## src/rtl/logic_axi4_stream_packet_generator_if.sv

```systemverilog
// AXI4-Stream transmit bundle: master drives payload/framing, slave returns tready.
interface logic_axi4_stream_packet_generator_if #(
  parameter int TDATA_BYTES = 4,
  parameter int TDEST_WIDTH = 1,
  parameter int TUSER_WIDTH = 1,
  parameter int TID_WIDTH   = 1
);
  logic                     tvalid;
  logic                     tready;
  logic                     tlast;
  logic [TDATA_BYTES*8-1:0] tdata;
  logic [TDATA_BYTES-1:0]   tkeep;
  logic [TDATA_BYTES-1:0]   tstrb;
  logic [TDEST_WIDTH-1:0]   tdest;
  logic [TUSER_WIDTH-1:0]   tuser;
  logic [TID_WIDTH-1:0]     tid;

  modport master (output tvalid, tlast, tdata, tkeep, tstrb, tdest, tuser, tid, input tready);
  modport slave  (input tvalid, tlast, tdata, tkeep, tstrb, tdest, tuser, tid, output tready);
endinterface

```

## src/rtl/logic_axi4_stream_packet_generator.sv

```systemverilog
// Deterministic AXI4-Stream packet source; first beat one cycle after start, fully registered.
// Beats advance only on tvalid&&tready; a stalled beat is held unchanged until accepted.
module logic_axi4_stream_packet_generator #(
  parameter int TDATA_BYTES  = 4,
  parameter int TDEST_WIDTH  = 1,
  parameter int TUSER_WIDTH  = 1,
  parameter int TID_WIDTH    = 1,
  parameter bit USE_TKEEP    = 1'b1,
  parameter bit USE_TSTRB    = 1'b1,
  parameter bit USE_TLAST    = 1'b1,
  parameter int LENGTH_WIDTH = 16
) (
  input  logic                    aclk,
  input  logic                    sreset,
  input  logic                    start,
  input  logic                    stop,
  input  logic [LENGTH_WIDTH-1:0] cfg_length,
  input  logic [LENGTH_WIDTH-1:0] cfg_count,
  input  logic [7:0]              cfg_seed,
  input  logic [TDEST_WIDTH-1:0]  cfg_tdest,
  input  logic [TID_WIDTH-1:0]    cfg_tid,
  output logic                    busy,
  output logic                    done,
  output logic [LENGTH_WIDTH-1:0] packets_sent,
  logic_axi4_stream_packet_generator_if.master tx
);
  localparam int LW = LENGTH_WIDTH;
  localparam int DW = TDATA_BYTES * 8;

  typedef enum logic {IDLE, SEND} state_t;

  state_t                 state;
  logic [LW-1:0]          count_q, last_beat_q, rem_q, beat_k;
  logic [7:0]             pkt_base, beat_base;
  logic                   last_q, stop_q;
  logic                   tvalid_r, tlast_r;
  logic [DW-1:0]          tdata_r;
  logic [TDATA_BYTES-1:0] tkeep_r;
  logic [TDEST_WIDTH-1:0] tdest_r;
  logic [TUSER_WIDTH-1:0] tuser_r;
  logic [TID_WIDTH-1:0]   tid_r;

  logic                   hs, pkt_end, run_end, nb_last;
  logic [LW-1:0]          sent_inc, nb_k, st_last_beat, st_rem;
  logic [7:0]             nb_base;
  logic [TDATA_BYTES-1:0] nb_keep, st_keep;

  // rem==0 on the last beat means the packet filled it exactly.
  function automatic logic [TDATA_BYTES-1:0] beat_keep(input logic last, input logic [LW-1:0] rem);
    logic [TDATA_BYTES-1:0] k;
    for (int b = 0; b < TDATA_BYTES; b++)
      k[b] = !last || (rem == '0) || (LW'(b) < rem);
    return k;
  endfunction

  function automatic logic [DW-1:0] beat_data(input logic [7:0] base, input logic [TDATA_BYTES-1:0] keep);
    logic [DW-1:0] d;
    for (int b = 0; b < TDATA_BYTES; b++)
      d[b*8 +: 8] = keep[b] ? (base + 8'(b)) : 8'h00;
    return d;
  endfunction

  always_comb begin
    hs           = tvalid_r && tx.tready;
    pkt_end      = hs && last_q;
    sent_inc     = packets_sent + LW'(1);
    run_end      = pkt_end && (((count_q != '0) && (sent_inc == count_q)) || stop_q || stop);
    nb_base      = pkt_end ? (pkt_base + 8'd1) : (beat_base + 8'(TDATA_BYTES));
    nb_k         = pkt_end ? '0 : (beat_k + LW'(1));
    nb_last      = (nb_k == last_beat_q);
    nb_keep      = beat_keep(nb_last, rem_q);
    st_last_beat = (cfg_length - LW'(1)) / LW'(TDATA_BYTES);
    st_rem       = cfg_length % LW'(TDATA_BYTES);
    st_keep      = beat_keep(st_last_beat == '0, st_rem);
  end

  always_ff @(posedge aclk) begin
    if (sreset) begin
      state        <= IDLE;
      count_q      <= '0;
      last_beat_q  <= '0;
      rem_q        <= '0;
      beat_k       <= '0;
      pkt_base     <= '0;
      beat_base    <= '0;
      last_q       <= 1'b0;
      stop_q       <= 1'b0;
      tvalid_r     <= 1'b0;
      tlast_r      <= 1'b0;
      tdata_r      <= '0;
      tkeep_r      <= '0;
      tdest_r      <= '0;
      tuser_r      <= '0;
      tid_r        <= '0;
      busy         <= 1'b0;
      done         <= 1'b0;
      packets_sent <= '0;
    end else begin
      done <= 1'b0;
      case (state)
        IDLE: begin
          if (start) begin
            packets_sent <= '0;
            if (cfg_length == '0) begin
              done <= 1'b1;
            end else begin
              state       <= SEND;
              busy        <= 1'b1;
              stop_q      <= 1'b0;
              count_q     <= cfg_count;
              last_beat_q <= st_last_beat;
              rem_q       <= st_rem;
              beat_k      <= '0;
              pkt_base    <= cfg_seed;
              beat_base   <= cfg_seed;
              last_q      <= (st_last_beat == '0);
              tvalid_r    <= 1'b1;
              tlast_r     <= (st_last_beat == '0);
              tdata_r     <= beat_data(cfg_seed, st_keep);
              tkeep_r     <= st_keep;
              tdest_r     <= cfg_tdest;
              tuser_r     <= '0;
              tid_r       <= cfg_tid;
            end
          end
        end
        SEND: begin
          if (stop) stop_q <= 1'b1;
          if (pkt_end) packets_sent <= sent_inc;
          if (run_end) begin
            state    <= IDLE;
            busy     <= 1'b0;
            done     <= 1'b1;
            stop_q   <= 1'b0;
            tvalid_r <= 1'b0;
            tlast_r  <= 1'b0;
          end else if (hs) begin
            if (pkt_end) begin
              pkt_base <= nb_base;
              tuser_r  <= sent_inc[TUSER_WIDTH-1:0];
            end
            beat_base <= nb_base;
            beat_k    <= nb_k;
            last_q    <= nb_last;
            tlast_r   <= nb_last;
            tdata_r   <= beat_data(nb_base, nb_keep);
            tkeep_r   <= nb_keep;
          end
        end
        default: state <= IDLE;
      endcase
    end
  end

  assign tx.tvalid = tvalid_r;
  assign tx.tdata  = tdata_r;
  assign tx.tkeep  = USE_TKEEP ? tkeep_r : '1;
  assign tx.tstrb  = USE_TSTRB ? tkeep_r : '1;
  assign tx.tlast  = USE_TLAST ? tlast_r : 1'b0;
  assign tx.tdest  = tdest_r;
  assign tx.tuser  = tuser_r;
  assign tx.tid    = tid_r;
endmodule

```

## src/flat_wrapper.sv

```systemverilog
// flat-port wrapper written by rule: the top's interface ports become plain ports
module logic_axi4_stream_packet_generator_flat 
#(
  parameter int TDATA_BYTES  = 4,
  parameter int TDEST_WIDTH  = 1,
  parameter int TUSER_WIDTH  = 1,
  parameter int TID_WIDTH    = 1,
  parameter bit USE_TKEEP    = 1'b1,
  parameter bit USE_TSTRB    = 1'b1,
  parameter bit USE_TLAST    = 1'b1,
  parameter int LENGTH_WIDTH = 16
)
  (aclk, sreset, start, stop, cfg_length, cfg_count, cfg_seed, cfg_tdest, cfg_tid, busy, done, packets_sent, tx_tvalid, tx_tlast, tx_tdata, tx_tkeep, tx_tstrb, tx_tdest, tx_tuser, tx_tid, tx_tready);
  logic_axi4_stream_packet_generator_if #(.TDATA_BYTES(TDATA_BYTES), .TDEST_WIDTH(TDEST_WIDTH), .TUSER_WIDTH(TUSER_WIDTH), .TID_WIDTH(TID_WIDTH)) tx_i ();
  input  logic aclk;
  input  logic sreset;
  input  logic start;
  input  logic stop;
  input  logic [LENGTH_WIDTH-1:0] cfg_length;
  input  logic [LENGTH_WIDTH-1:0] cfg_count;
  input  logic [7:0] cfg_seed;
  input  logic [TDEST_WIDTH-1:0] cfg_tdest;
  input  logic [TID_WIDTH-1:0] cfg_tid;
  output logic busy;
  output logic done;
  output logic [LENGTH_WIDTH-1:0] packets_sent;
  output wire logic [$bits(tx_i.tvalid)-1:0] tx_tvalid;
  output wire logic [$bits(tx_i.tlast)-1:0] tx_tlast;
  output wire logic [$bits(tx_i.tdata)-1:0] tx_tdata;
  output wire logic [$bits(tx_i.tkeep)-1:0] tx_tkeep;
  output wire logic [$bits(tx_i.tstrb)-1:0] tx_tstrb;
  output wire logic [$bits(tx_i.tdest)-1:0] tx_tdest;
  output wire logic [$bits(tx_i.tuser)-1:0] tx_tuser;
  output wire logic [$bits(tx_i.tid)-1:0] tx_tid;
  input wire logic [$bits(tx_i.tready)-1:0] tx_tready;
  assign tx_tvalid = tx_i.tvalid;
  assign tx_tlast = tx_i.tlast;
  assign tx_tdata = tx_i.tdata;
  assign tx_tkeep = tx_i.tkeep;
  assign tx_tstrb = tx_i.tstrb;
  assign tx_tdest = tx_i.tdest;
  assign tx_tuser = tx_i.tuser;
  assign tx_tid = tx_i.tid;
  assign tx_i.tready = tx_tready;
  logic_axi4_stream_packet_generator #(.TDATA_BYTES(TDATA_BYTES), .TDEST_WIDTH(TDEST_WIDTH), .TUSER_WIDTH(TUSER_WIDTH), .TID_WIDTH(TID_WIDTH), .USE_TKEEP(USE_TKEEP), .USE_TSTRB(USE_TSTRB), .USE_TLAST(USE_TLAST), .LENGTH_WIDTH(LENGTH_WIDTH)) u_core (.aclk(aclk), .sreset(sreset), .start(start), .stop(stop), .cfg_length(cfg_length), .cfg_count(cfg_count), .cfg_seed(cfg_seed), .cfg_tdest(cfg_tdest), .cfg_tid(cfg_tid), .busy(busy), .done(done), .packets_sent(packets_sent), .tx(tx_i));
endmodule
```

## config.mk

```make
export PLATFORM = sky130hd
export DESIGN_NAME = logic_axi4_stream_packet_generator_flat
export DESIGN_NICKNAME = d
export VERILOG_FILES = /design/src/rtl/logic_axi4_stream_packet_generator_if.sv /design/src/rtl/logic_axi4_stream_packet_generator.sv /design/src/flat_wrapper.sv
export SDC_FILE = /design/constraint.sdc
export NUM_CORES = 1
export LEC_CHECK = 0
export CORE_MARGIN = 4
export CORE_UTILIZATION = 50
export CTS_CLUSTER_SIZE = 14
export DETAILED_ROUTE_END_ITERATION = 8
export HOLD_SLACK_MARGIN = 0.15
export PLACE_DENSITY = 0.77
export SETUP_SLACK_MARGIN = 0.1
export SYNTH_ARGS = -nofsm -noshare
export SYNTH_HDL_FRONTEND = slang
export SYNTH_SLANG_ARGS = --single-unit
```

## constraint.sdc

```tcl
create_clock -name aclk -period 3.2 [get_ports aclk]
set_input_delay 0.64 -clock aclk [delete_from_list [all_inputs] [get_ports aclk]]
set_output_delay 0.64 -clock aclk [all_outputs]
set_load 0.1 [all_outputs]
```

==> reports/qor.yml <==
status:
  run_status: "completed"
clock_network:
  clk_transition_reported_paths_ns: 0.05
  cts-htree-levels: 4
  clockBufferDepth: 2
  cts_num_sinks: 125
  numCtsBuffers: 17
  cts.root.buffer_cell: "clkbuf_16"
  clock_network_latency_to_the_later_pin_of_the_worst_skew_pair_ns: 0.43
  cts_tree: "yes"
yosys:
  post_synth_instance_area_um2: 7590
  synth_area_leaders: "dfxtp_1 33%, nor2_1 6.7%, a21oi_1 5.3%"
  synthesized_netlist_net_count: 1044
  synth-main-ff-cell: "dfxtp_1"
  synth_warnings: 0
  per_instance_average_area_after_synthesis_um2: 7.70
  seq_total_area_yosys: 0.330
  yosys.cell_types.count: 71
  netlist.top_cell.by_area: "dfxtp_1"
  postSynthRegisterBits: 125
  postSynthCellCount: 985
  async_reset_ff_frac: 0
  post-synth-top-area-fraction: 0.330
  synth_edf_count: 0
floorplanning:
  design.core.area_um2: 14700
  die_height_um: 131
  die_area_um2: 17200
  core.rowCount: 44
  boundaryPins: 110
  die_width_um: 131
  initial_core_util: 0.516
detailed_routing:
  ant_nets: 0
  drcViolationCount: 0
  total_wirelength_mm: 23.9
  met3WireLength_mm: 1.80
  via_count: 8009
  avgRoutedWirePerCell_um: 17.9
  dr.first_iter.drc_count: 851
  topRoutingLayerUsed: "met4"
  detail_route.first_pass.iterations: 5
  route.detailed.vias_per_inst: 5.99
  met1Wirelength_mm: 9.88
  routed_length_on_met2_mm: 11.4
setup_path:
  critical-path-max-stage-delay_ns: 0.37
  timing_worst_setup_path_type: "flip-flop to flip-flop"
  crit_chain: "ha_2 -> nand3_2 -> buf_4 -> nor3_2 -> o211ai_1 -> a211o_1 -> a2111oi_4 -> buf_6 -> buf_4 -> a31oi_4 -> a221oi_2 -> nor3_1"
  critical_path.max_fanout: 5
  critical_path_buf_inv_count: 3
  cp.required_ns: 3.49
  critPathSlowestCell: "dfxtp_2"
  timing.critical_path.to_type: "flip-flop"
  worstPathArrival_ns: 3.28
  category_of_the_worst_setup_path_launch_point: "flip-flop"
  cpLargestDelayFamily: "compound AO/OA/AOI/OAI gates"
  critical_path.most_common_cell: "buf_4"
final_layout:
  finish.instance_area_um2: 10100
  num-nets-final: 1199
  sequential_cell_area_um2: 2540
  n_antenna_cell: 0
  final.fill_count: 1199
  multi_input_area_um2: 4820
  stdcell_count: 1337
  synthToLayoutAreaGrowth_pct: 32.5
  post_route_cells_drive_above_1_share: 0.232
sta:
  timing_worst_slew_pin_value_ns: 0.608
  max_slew_margin: 0.593
  final-hold-violation-count: 0
  setup_ws_ns: 0.212
  rsz0062_at_grt: "false"
  maxSlewViolCount: 0
  fmax_mhz: 335
  period_share: 0.934
  final-setup-viol-count: 0
  post_route_setup_tns_ns: 0
  period_needed_ns: 2.99
  timing.clock.skew_ns: 0.00644
power_and_ir_drop:
  vdd_drop_max_mv: 0.516
  post-layout-total-power_mw: 5.30
  cellPowerDensity_nw_per_um2: 527
  power.static_leakage_nw: 3.91
global_route:
  wire_length_of_the_first_global_routing_pass_mm: 37.5
  grt_remaining_overflow: 0
  grt_pass1_vias: 7391
  initial_antenna_violation_count: 0
  grt_max_degree: 51
  grt.total_usage: 0.262
placed_design:
  numPortBuffers: 109
  numPlacedInstances: 1292
  place_hpwl_mm: 16.6
  placement.cell_area_um2: 9180
  gp_congestion: 0.953
  place_ws_ns: -0.327
hold_path:
  hold_removal_path_class: "flip-flop to flip-flop"
flow_run:
  drv_cap: 0
==> cells in the mapped netlist (15+ instances only) <==
master    count
nand4_1      16
nor2_1      136
nand3_1      33
o21ai_0      35
dfxtp_1     125
buf_2        15
nand2_1      96
a21oi_1      81
nor3_1       40
a31oi_1      18
xnor2_1      37
a211oi_1     34
xor2_1       40
clkbuf_1     47
inv_1        22
nor4_1       17
==> what timing repair did <==
item,4_1_cts,5_1_grt
resized for setup,3,29
pin swaps,0,6
hold buffers,0,0
buffers inserted,0,11
setup endpoints to repair,6,53
gates cloned,0,2
==> worst reg2reg max path, stage by stage (launching register included) <==
cell       delay, ns
dfxtp_2         0.37
ha_2            0.21
nand3_2         0.14
buf_4           0.19
nor3_2          0.24
o211ai_1        0.13
a211o_1         0.30
a2111oi_4       0.36
buf_6           0.19
buf_4           0.16
a31oi_4         0.14
a221oi_2        0.34
nor3_1          0.10
==> cell usage in the layout (no fill, tap or decap), types with 17 or more instances in the layout <==
master and n:
nand2_1 96, a211oi_1 28, clkbuf_16 18, buf_4 156
o21ai_0 35, a21oi_1 81, dfxtp_1 105, nand3_1 33
nor3_1 38, a31oi_1 17, xor2_1 40, inv_1 22
clkdlybuf4s50_1 44, nor2_1 134, xnor2_1 37
==> sequential cells by signal, indices dropped and copies added, names as in the netlist, 2 cells and up <==
| name | flops |
|---|---|
| u_core.last_beat_q | 14 |
| u_core.pkt_base | 8 |
| u_core.beat_base | 8 |
| u_core.rem_q | 2 |
| u_core.count_q | 16 |
| u_core.tx.tdata | 32 |
| u_core.tx.tkeep | 4 |
| u_core.packets_sent | 16 |
| u_core.beat_k | 16 |
==> worst paths after layout <==
path,start,to,slack [ns],cells past startpoint
worst min-delay path,u_core.tx.tid,u_core.tx.tid,0.46,2
worst max register to register,u_core.beat_k[0],u_core.tx.tdata[16],0.21,12
worst max-delay path,u_core.beat_k[0],u_core.tx.tdata[16],0.21,12
worst min register to register,u_core.tx.tid,u_core.tx.tid,0.46,2
==> final cells by class <==
class,count,share of cell area
clock buffer,22,0.0493
clock inverter,10,0.0132
multi-input combinational,765,0.480
inverter,22,0.00821
tap,184,0.0229
sequential,125,0.253
timing repair buffer,209,0.174
==> per-layer routing <==
layer,vias to the layer above,GRT usage
met5,-,0
met4,0,0.0986
met3,75,0.0631
met2,347,0.433
met1,3743,0.334
li1,3844,-
==> cell families (layout without fill, tap and decap cells) <==
group	after synthesis	count (layout)	synth area share
compound gates	246	248	0.219
xor+xnor	78	78	0.0918
fa+ha+maj	12	12	0.0198
buf+inv	97	263	0.0574
flops	125	125	0.330
mux	12	12	0.0162
simple gates	415	415	0.266
==> per-stage QoR <==
step	hold WS (ns)	util
2_1_floorplan	0.436	-
3_3_place_gp	0.444	0.624
3_5_place_dp	0.453	0.624
4_1_cts	0.464	0.667
5_1_grt	0.473	0.684
6_report	0.461	0.684
==> power breakdown <==
part	switching, mW	total, mW	internal (mW)
Combinational	0.986	1.47	0.480
Clock	0.735	2.06	1.33
Sequential	0.111	1.78	1.66
Power figures use the tool's default switching activity.
